## config.mk

```make
export PLATFORM = sky130hd
export DESIGN_NAME = image_window_gen_flat
export DESIGN_NICKNAME = d
export VERILOG_FILES = /design/src/rtl/image_window_gen_if.sv /design/src/rtl/image_window_gen.sv /design/src/flat_wrapper.sv
export SDC_FILE = /design/constraint.sdc
export NUM_CORES = 1
export LEC_CHECK = 0
export ABC_AREA = 0
export CORE_UTILIZATION = 42
export CTS_BUF_LIST = sky130_fd_sc_hd__clkbuf_8
export CTS_CLUSTER_DIAMETER = 200
export DETAILED_ROUTE_END_ITERATION = 6
export GPL_TIMING_DRIVEN = 1
export PLACE_DENSITY = 0.77
export SYNTH_ARGS = -nofsm -noshare
export SYNTH_HDL_FRONTEND = slang
export SYNTH_SLANG_ARGS = --single-unit
export TNS_END_PERCENT = 10
```

## constraint.sdc

```tcl
create_clock -name clk -period 2.88 [get_ports clk]
set_clock_uncertainty 0.1 [all_clocks]
set_input_delay 0.288 -clock clk [delete_from_list [all_inputs] [get_ports clk]]
set_output_delay 0.288 -clock clk [all_outputs]
set_load 0.05 [all_outputs]
```

## src/rtl/image_window_gen_if.sv

```systemverilog
// Pixel-in / window-out stream bundle for the 3x3 window generator.
// slave is the generator's view; master is the producer/consumer side around it.
interface image_window_gen_if;
  logic [7:0]            pixel_in;
  logic                  pixel_sof;
  logic                  pixel_valid;
  logic                  pixel_ready;
  logic [0:2][0:2][7:0]  window_data;
  logic                  window_valid;
  logic                  window_ready;
  logic                  frame_done;

  modport master (
    output pixel_in,
    output pixel_sof,
    output pixel_valid,
    input  pixel_ready,
    input  window_data,
    input  window_valid,
    output window_ready,
    input  frame_done
  );

  modport slave (
    input  pixel_in,
    input  pixel_sof,
    input  pixel_valid,
    output pixel_ready,
    output window_data,
    output window_valid,
    input  window_ready,
    output frame_done
  );
endinterface

```

## src/rtl/image_window_gen.sv

```systemverilog
// Streaming 3x3 window generator: raster pixels in, one window per interior pixel out.
// Two line buffers hold the previous two rows; no border padding is produced.
module image_window_gen #(
  parameter int unsigned IMG_WIDTH  = 8,
  parameter int unsigned IMG_HEIGHT = 8
) (
  input logic               clk,
  input logic               rst_n,
  image_window_gen_if.slave stream_io
);

  localparam int unsigned ColW = $clog2(IMG_WIDTH);
  localparam int unsigned RowW = $clog2(IMG_HEIGHT);
  localparam logic [ColW-1:0] LastCol = ColW'(IMG_WIDTH - 1);
  localparam logic [RowW-1:0] LastRow = RowW'(IMG_HEIGHT - 1);

  logic [ColW-1:0] col_q, col_d, eff_col;
  logic [RowW-1:0] row_q, row_d, eff_row;

  logic [7:0] lb0_q [IMG_WIDTH];
  logic [7:0] lb1_q [IMG_WIDTH];
  logic [7:0] lb0_rd, lb1_rd;

  logic [0:2][0:2][7:0] win_q, win_d;
  logic                 win_valid_q, win_valid_d;
  logic                 frame_done_q, frame_done_d;

  logic pixel_ready;
  logic accept;
  logic last_col, last_row, interior;

  // A pending window blocks input unless it is being consumed on this edge.
  assign pixel_ready = !win_valid_q || stream_io.window_ready;
  assign accept      = stream_io.pixel_valid && pixel_ready;

  always_comb begin
    eff_col  = stream_io.pixel_sof ? '0 : col_q;
    eff_row  = stream_io.pixel_sof ? '0 : row_q;
    lb0_rd   = lb0_q[eff_col];
    lb1_rd   = lb1_q[eff_col];
    last_col = (eff_col == LastCol);
    last_row = (eff_row == LastRow);
    interior = (eff_row >= RowW'(2)) && (eff_col >= ColW'(2));
  end

  always_comb begin
    col_d        = col_q;
    row_d        = row_q;
    win_d        = win_q;
    win_valid_d  = win_valid_q;
    frame_done_d = 1'b0;

    if (accept) begin
      for (int r = 0; r < 3; r++) begin
        win_d[r][0] = win_q[r][1];
        win_d[r][1] = win_q[r][2];
      end
      win_d[0][2] = lb1_rd;
      win_d[1][2] = lb0_rd;
      win_d[2][2] = stream_io.pixel_in;

      if (last_col) begin
        col_d = '0;
        if (last_row) begin
          row_d        = '0;
          frame_done_d = 1'b1;
        end else begin
          row_d = eff_row + RowW'(1);
        end
      end else begin
        col_d = eff_col + ColW'(1);
        row_d = eff_row;
      end
    end

    // A new window replaces a consumed one on the same edge for full throughput.
    if (accept && interior) begin
      win_valid_d = 1'b1;
    end else if (stream_io.window_ready) begin
      win_valid_d = 1'b0;
    end
  end

  always_ff @(posedge clk or negedge rst_n) begin
    if (!rst_n) begin
      col_q        <= '0;
      row_q        <= '0;
      win_q        <= '0;
      win_valid_q  <= 1'b0;
      frame_done_q <= 1'b0;
    end else begin
      col_q        <= col_d;
      row_q        <= row_d;
      win_q        <= win_d;
      win_valid_q  <= win_valid_d;
      frame_done_q <= frame_done_d;
    end
  end

  // Line buffers are overwritten before they are read in a new frame, so no reset.
  always_ff @(posedge clk) begin
    if (accept) begin
      lb1_q[eff_col] <= lb0_rd;
      lb0_q[eff_col] <= stream_io.pixel_in;
    end
  end

  assign stream_io.pixel_ready  = pixel_ready;
  assign stream_io.window_data  = win_q;
  assign stream_io.window_valid = win_valid_q;
  assign stream_io.frame_done   = frame_done_q;

  stall_holds_window: assert property (@(posedge clk) disable iff (!rst_n)
    win_valid_q && !stream_io.window_ready |=> win_valid_q && $stable(win_q));

  frame_done_single: assert property (@(posedge clk) disable iff (!rst_n)
    frame_done_q |=> !frame_done_q);

endmodule
```

## src/flat_wrapper.sv

```systemverilog
// flat-port wrapper written by rule: the top's interface ports become plain ports
module image_window_gen_flat 
#(
  parameter int unsigned IMG_WIDTH  = 8,
  parameter int unsigned IMG_HEIGHT = 8
)
  (clk, rst_n, stream_io_pixel_in, stream_io_pixel_sof, stream_io_pixel_valid, stream_io_pixel_ready, stream_io_window_data, stream_io_window_valid, stream_io_window_ready, stream_io_frame_done);
  image_window_gen_if stream_io_i ();
  input logic clk;
  input logic rst_n;
  input wire logic [$bits(stream_io_i.pixel_in)-1:0] stream_io_pixel_in;
  input wire logic [$bits(stream_io_i.pixel_sof)-1:0] stream_io_pixel_sof;
  input wire logic [$bits(stream_io_i.pixel_valid)-1:0] stream_io_pixel_valid;
  output wire logic [$bits(stream_io_i.pixel_ready)-1:0] stream_io_pixel_ready;
  output wire logic [$bits(stream_io_i.window_data)-1:0] stream_io_window_data;
  output wire logic [$bits(stream_io_i.window_valid)-1:0] stream_io_window_valid;
  input wire logic [$bits(stream_io_i.window_ready)-1:0] stream_io_window_ready;
  output wire logic [$bits(stream_io_i.frame_done)-1:0] stream_io_frame_done;
  assign stream_io_i.pixel_in = stream_io_pixel_in;
  assign stream_io_i.pixel_sof = stream_io_pixel_sof;
  assign stream_io_i.pixel_valid = stream_io_pixel_valid;
  assign stream_io_pixel_ready = stream_io_i.pixel_ready;
  assign stream_io_window_data = stream_io_i.window_data;
  assign stream_io_window_valid = stream_io_i.window_valid;
  assign stream_io_i.window_ready = stream_io_window_ready;
  assign stream_io_frame_done = stream_io_i.frame_done;
  image_window_gen #(.IMG_WIDTH(IMG_WIDTH), .IMG_HEIGHT(IMG_HEIGHT)) u_core (.clk(clk), .rst_n(rst_n), .stream_io(stream_io_i));
endmodule
```

# Yosys cells after proc, flatten, opt, wreduce, memory -nomap -nowiden
# Memory sizes are Yosys's and may differ from the RTL's. A register that Yosys moved wholly into a read port is not among the register bits.
# Cells that the tools add are included.
word_totals:
  reg_bits: 72
  mem_bits_rw: 128
  inputBits: 13
  output_inout_bits: 75
  word_cells: 39
  mem_count: 2
mem_list:
  columns: ["name", "depth", "width", "read_ports", "rd_ports_with_merged_regs", "write_ports", "line_no", "rtl"]
  rows:
  - ["u_core.lb0_q", 8, 8, 1, 0, 1, "image_window_gen.sv:20", "logic [7:0] lb0_q [IMG_WIDTH];"]
  - ["u_core.lb1_q", 8, 8, 1, 1, 1, "image_window_gen.sv:21", "logic [7:0] lb1_q [IMG_WIDTH];"]
op_classes:
  add_sub_neg: 2
  magnitude_cmp: 2
  n_eq_ne: 2
  muxes: 12
  reduce_logical: 7
op_table:
  columns: ["op", "count"]
  rows:
  - ["3-bit 2-to-1 mux", 5]
  - ["1-bit 2-to-1 mux", 7]
  - ["3-bit by 1-bit adder with 3-bit output (second input constant)", 2]
  - ["3-bit == test (second input constant)", 2]
  - ["3-bit by 2-bit greater-or-equal comparator with 1-bit output (second input constant)", 2]
  - ["1-bit logical AND", 3]
  - ["1-bit zero test", 2]
  - ["2-bit nonzero test", 1]
  - ["1-bit logical OR", 1]

# Logic depth before layout (Yosys ltp)
logic_depth:
  depth_word: 5
  mapped_depth: 7
  mapped_depth_nobuf: 5

# Least setup slack after synthesis
# No wires, ideal clock.
synth_timing:
  path_kind: "register -> register"
  from: "reg u_core.win_valid_q, in the netlist u_core.stream_io.window_valid"
  to: "mem u_core.lb0_q[4][0], enable pin"
  setup_time_ps: 409
  t_arrival_ps: 2505
  required_time_ps: 2371
  path_slack_ps: -135
  stages_incl_launch_ff: 5
  path_buffers: 1
  synth_period_minus_slack_ps: 3015
  cell_sequence: "dfrtp_1 nand2b_2 nand2_1 clkbuf_1 nor3_1"
synth_between:
  elab_chain_cells: 5
synth_lines:
  columns: ["item", "line_no", "rtl"]
  rows:
  - ["from (decl)", "image_window_gen.sv:25", "logic win_valid_q, win_valid_d;"]
  - ["from (signal assigned)", "image_window_gen.sv:95", "win_valid_q <= win_valid_d;"]
  - ["1-bit zero test", "image_window_gen.sv:33", "assign pixel_ready = !win_valid_q || stream_io.window_ready;"]
  - ["1-bit logical OR", "image_window_gen.sv:33", null]
  - ["named net stream_io_pixel_ready", "flat_wrapper.sv:14", "output wire logic [$bits(stream_io_i.pixel_ready)-1:0] stream_io_pixel_ready;"]
  - ["1-bit logical AND", "image_window_gen.sv:34", "assign accept = stream_io.pixel_valid && pixel_ready;"]
  - ["1-bit 2-to-1 mux", "image_window_gen.sv:102", "if (accept) begin"]
  - ["1-bit 2-to-1 mux (not written as such)", "image_window_gen.sv:104", "lb0_q[eff_col] <= stream_io.pixel_in;"]
  - ["to (decl)", "image_window_gen.sv:20", null]
# The timed path passes the listed nets, and every way through them passes these cells.

# Final worst setup path
layout_timing:
  from: "reg u_core.col_q[0]"
  to: "mem u_core.lb0_q[1][5], enable pin"
layout_between:
  elab_chain_cells: 1
layout_lines:
  columns: ["item", "line_no", "rtl"]
  rows:
  - ["from (decl)", "image_window_gen.sv:17", "logic [ColW-1:0] col_q, col_d, eff_col;"]
  - ["from (signal assigned)", "image_window_gen.sv:92", "col_q <= col_d;"]
  - ["3-bit 2-to-1 mux", "image_window_gen.sv:37", "eff_col = stream_io.pixel_sof ? '0 : col_q;"]
# No other way between the ends.

==> results.sh <==
export IMPL_grt_pass1_wl_um=28300
export IMPL_drtIter0Drc=429
export IMPL_clk_latency_ns=0.52
export IMPL_cts_setup_buffers=0
export IMPL_cp_data_arrival_time_ns=2.44
export IMPL_drc=0
export IMPL_met3_length_um=1180
export IMPL_clkTransAtPathRegs_ns=0.06
export IMPL_min_period_ns=2.37
export IMPL_postSynthCellCount=616
export IMPL_die_h_um=142
export IMPL_overflow=0
export IMPL_pin_count=88
export IMPL_ys_flop_type="edfxtp_1"
export IMPL_timing_slew_headroom=0.621
export IMPL_p_sw_frac=0.311
export IMPL_crit_fanout=24
export IMPL_whs_ns=0.143
export IMPL_start_kind="flip-flop"
export IMPL_cp_required_ns=2.95
export IMPL_die_area_mm2=0.0202
export IMPL_setup_violations_final=0
export IMPL_cts_htree_levels=2
export IMPL_grt_usage=0.184
export IMPL_cts_tree="built"
export IMPL_drive_above_1_share=0.147
export IMPL_cp_end_kind="flip-flop"
export IMPL_postRouteWirelength_um=18000
export IMPL_clockBufferDepth=3
export IMPL_nets=753
export IMPL_final_fill_count=1558
export IMPL_post_cts_resized=0
export IMPL_gp_congestion=0.854
export IMPL_die_x_um=142
export IMPL_numCtsBuffers=34
export IMPL_ys_warn_count=0
export IMPL_wl_met2_um=8400
export IMPL_path_class="reg2reg"
export IMPL_maxCapViolCount=0
export IMPL_power_frac_seq=0.479
export IMPL_postRouteAntennaNets=0
export IMPL_combPwrFrac=0.213
export IMPL_avgRoutedWirePerCell_um=17.7
export IMPL_netlist_area_mm2=0.00824
export IMPL_powerDensity_mw_per_mm2=748
export IMPL_r2r_end="u_core.lb0_q[1][5]$_DFFE_PP_"
export IMPL_tightest_slew_ns=0.565
export IMPL_start_util=0.435
export IMPL_ys_seq_area_frac=0.709
export IMPL_grt_pass1_vias=5268
export IMPL_ys_async_sr_fraction=0.385
export IMPL_synth_avg_cell_area_um2=13.4
export IMPL_internal_power_w=0.00524
export IMPL_reg2reg_setup_slack_ns=0.51
export IMPL_coreArea_mm2=0.0190
export IMPL_timing_fmax_ghz=0.422
export IMPL_core_rowCount=50
export IMPL_dr_max_layer_used="met4"
export IMPL_cts_sinks=208
export IMPL_io_buffers=87
export IMPL_hold_viol_final=0
export IMPL_drt_met1_wl_um=7910
export IMPL_hold_path_class="in2async"
export IMPL_leakage_nw=4.20
export IMPL_hpwl_um=11600
export IMPL_power_frac_clock=0.308
export IMPL_ys_ff_latch=208
export IMPL_ctsHoldBuffers=1
export IMPL_switchingPower_w=0.00236
export IMPL_power_total_w=0.00760
export IMPL_run_status="finished clean"
export IMPL_antenna_found_initial=1
export IMPL_rsz0062_at_grt="false"
export IMPL_synth_nets=633
export IMPL_r2r_start="u_core.col_q[0]$_DFFE_PN0P_"
export IMPL_dr_pass1_iters=5
export IMPL_grt_max_degree=54
export IMPL_vias=5218
export IMPL_routed_via_density=5.11
export IMPL_synth_distinct_cells=42
export IMPL_clock_root_buffer="clkbuf_8"
export IMPL_peakVddDrop_mv=0.289
export IMPL_fin_crit_sh=0.823
export IMPL_synth_edf_count=128
export IMPL_area_delta_synth_final_pct=23.4
export IMPL_rr_worst_depth=5
export IMPL_maxSlewViolCount=0
==> flip-flops by register name, indices dropped and copies added, names as in the netlist <==
name and cells:
u_core.lb0_q 64, u_core.stream_io.window_data 72, u_core.col_q 3, u_core.stream_io.frame_done 1, u_core.lb1_q 64, u_core.row_q 3, u_core.stream_io.window_valid 1
==> routing by layer <==
layer | vias up | GRT usage
met3 | 47 | 0.0464
met2 | 197 | 0.291
met4 | 0 | 0.0787
met5 | - | 0
li1 | 2436 | -
met1 | 2538 | 0.240
==> placed cells by master, fill, tap and decap left out, types with 2 or more instances in the layout <==
master	netlist	routed
nand2_1	188	187
edfxtp_1	128	128
clkdlybuf4s50_1	0	86
dfrtp_1	80	79
mux2i_1	41	41
clkbuf_8	0	36
buf_4	8	30
inv_1	8	24
o21ai_0	16	16
mux2_2	16	16
nor2_1	14	14
a21oi_1	10	10
o22a_1	8	8
a221oi_2	7	7
o22ai_1	6	6
o221ai_1	6	6
nand3b_1	5	5
nor3_2	0	5
a31oi_1	5	5
ha_1	4	4
nor2b_1	4	3
o22ai_2	3	3
a22oi_1	3	3
o21ai_1	3	3
or3b_1	2	2
o21a_1	2	2
o221ai_2	2	2
clkinvlp_4	0	2
clkinv_1	0	2
clkinv_2	0	2
buf_12	0	2
==> how the worst max path moves through the flow <==
stage	start	end	slack, ns
after CTS	u_core.col_q[0]$_DFFE_PN0P_	u_core.lb0_q[1][4]$_DFFE_PP_	0.52
after floorplan	u_core.stream_io.window_valid$_DFFE_PN0P_	u_core.lb0_q[4][0]$_DFFE_PP_	-0.13
after detailed placement	stream_io_pixel_sof	u_core.lb1_q[4][6]$_DFFE_PP_	0.46
after global placement	stream_io_pixel_sof	u_core.lb1_q[6][6]$_DFFE_PP_	0.58
after global routing	u_core.col_q[0]$_DFFE_PN0P_	u_core.stream_io.window_data[53]$_DFFE_PN0P_	0.38
final	u_core.col_q[0]$_DFFE_PN0P_	u_core.lb0_q[1][5]$_DFFE_PP_	0.51
==> layout make-up <==
cell class / instances / area [µm²] / area share
well taps: 260 / 325 / 0.0320
diodes: 1 / 2.50 / 0.000246
clock buffers: 36 / 495 / 0.0488
repair buffers: 119 / 1140 / 0.112
flip-flops and latches: 208 / 5850 / 0.575
inverters: 8 / 30.0 / 0.00295
clock inverters: 24 / 131 / 0.0129
multi-input cells: 365 / 2200 / 0.216
==> critical path: stages, from the launching register on <==
cell and delay, ns:
dfrtp_2 0.68, nor2b_2 0.42, buf_4 0.21, nand2_1 0.12, nor2_1 0.15, buf_4 0.32
==> power by group through the flow <==
stage          Clock, W  Combinational (W)  Sequential (W)
5_1_grt         0.00253            0.00171         0.00367
2_1_floorplan         0           0.000487         0.00422
3_5_place_dp          0            0.00161         0.00370
4_1_cts         0.00240            0.00162         0.00364
3_3_place_gp          0            0.00159         0.00369
6_report        0.00234            0.00162         0.00364
==> cells by family (layout without fill, tap and decap cells) <==
kind of cell	after synthesis	count (layout)	synth area share
AOI/OAI and AO/OA	77	77	0.0729
adders and majority gates	4	4	0.00607
buffers and inverters	43	187	0.0279
DFF	208	208	0.709
muxes	57	57	0.0717
other	0	1	0
and+or+nand+nor	227	227	0.112
==> through the flow <==
| step | TNS [ns] | worst slack, ns | cells | instance area [µm²] | utilization |
|---|---|---|---|---|---|
| 6_report | 0 | 0.509 | 1021 | 10200 | 0.536 |
| 5_1_grt | 0 | 0.376 | 1021 | 10200 | 0.536 |
| 4_1_cts | 0 | 0.523 | 1020 | 10200 | 0.536 |
| 3_5_place_dp | 0 | 0.461 | 959 | 9520 | 0.502 |
| 3_3_place_gp | 0 | 0.576 | 959 | 9520 | 0.502 |
| 2_1_floorplan | -8.62 | -0.135 | 616 | 8240 | - |
==> cells in the mapped netlist, types with 3 or more instances <==
cell type,number,area [µm²]
nand2_1,188,706
edfxtp_1,128,3840
dfrtp_1,80,2000
mux2i_1,41,410
mux2_2,16,180
o21ai_0,16,80.1
nor2_1,14,52.6
buf_2,13,65.1
clkbuf_1,11,41.3
a21oi_1,10,50.1
buf_4,8,60.1
inv_1,8,30.0
o22a_1,8,70.1
a221oi_2,7,105
o221ai_1,6,52.6
o22ai_1,6,37.5
a31oi_1,5,31.3
nand3b_1,5,37.5
nor3_1,5,25.0
ha_1,4,50.1
nor2b_1,4,25.0
a22oi_1,3,22.5
buf_6,3,33.8
o21ai_1,3,15.0
o22ai_2,3,37.5
No activity file was read; power rests on OpenSTA's default activity.
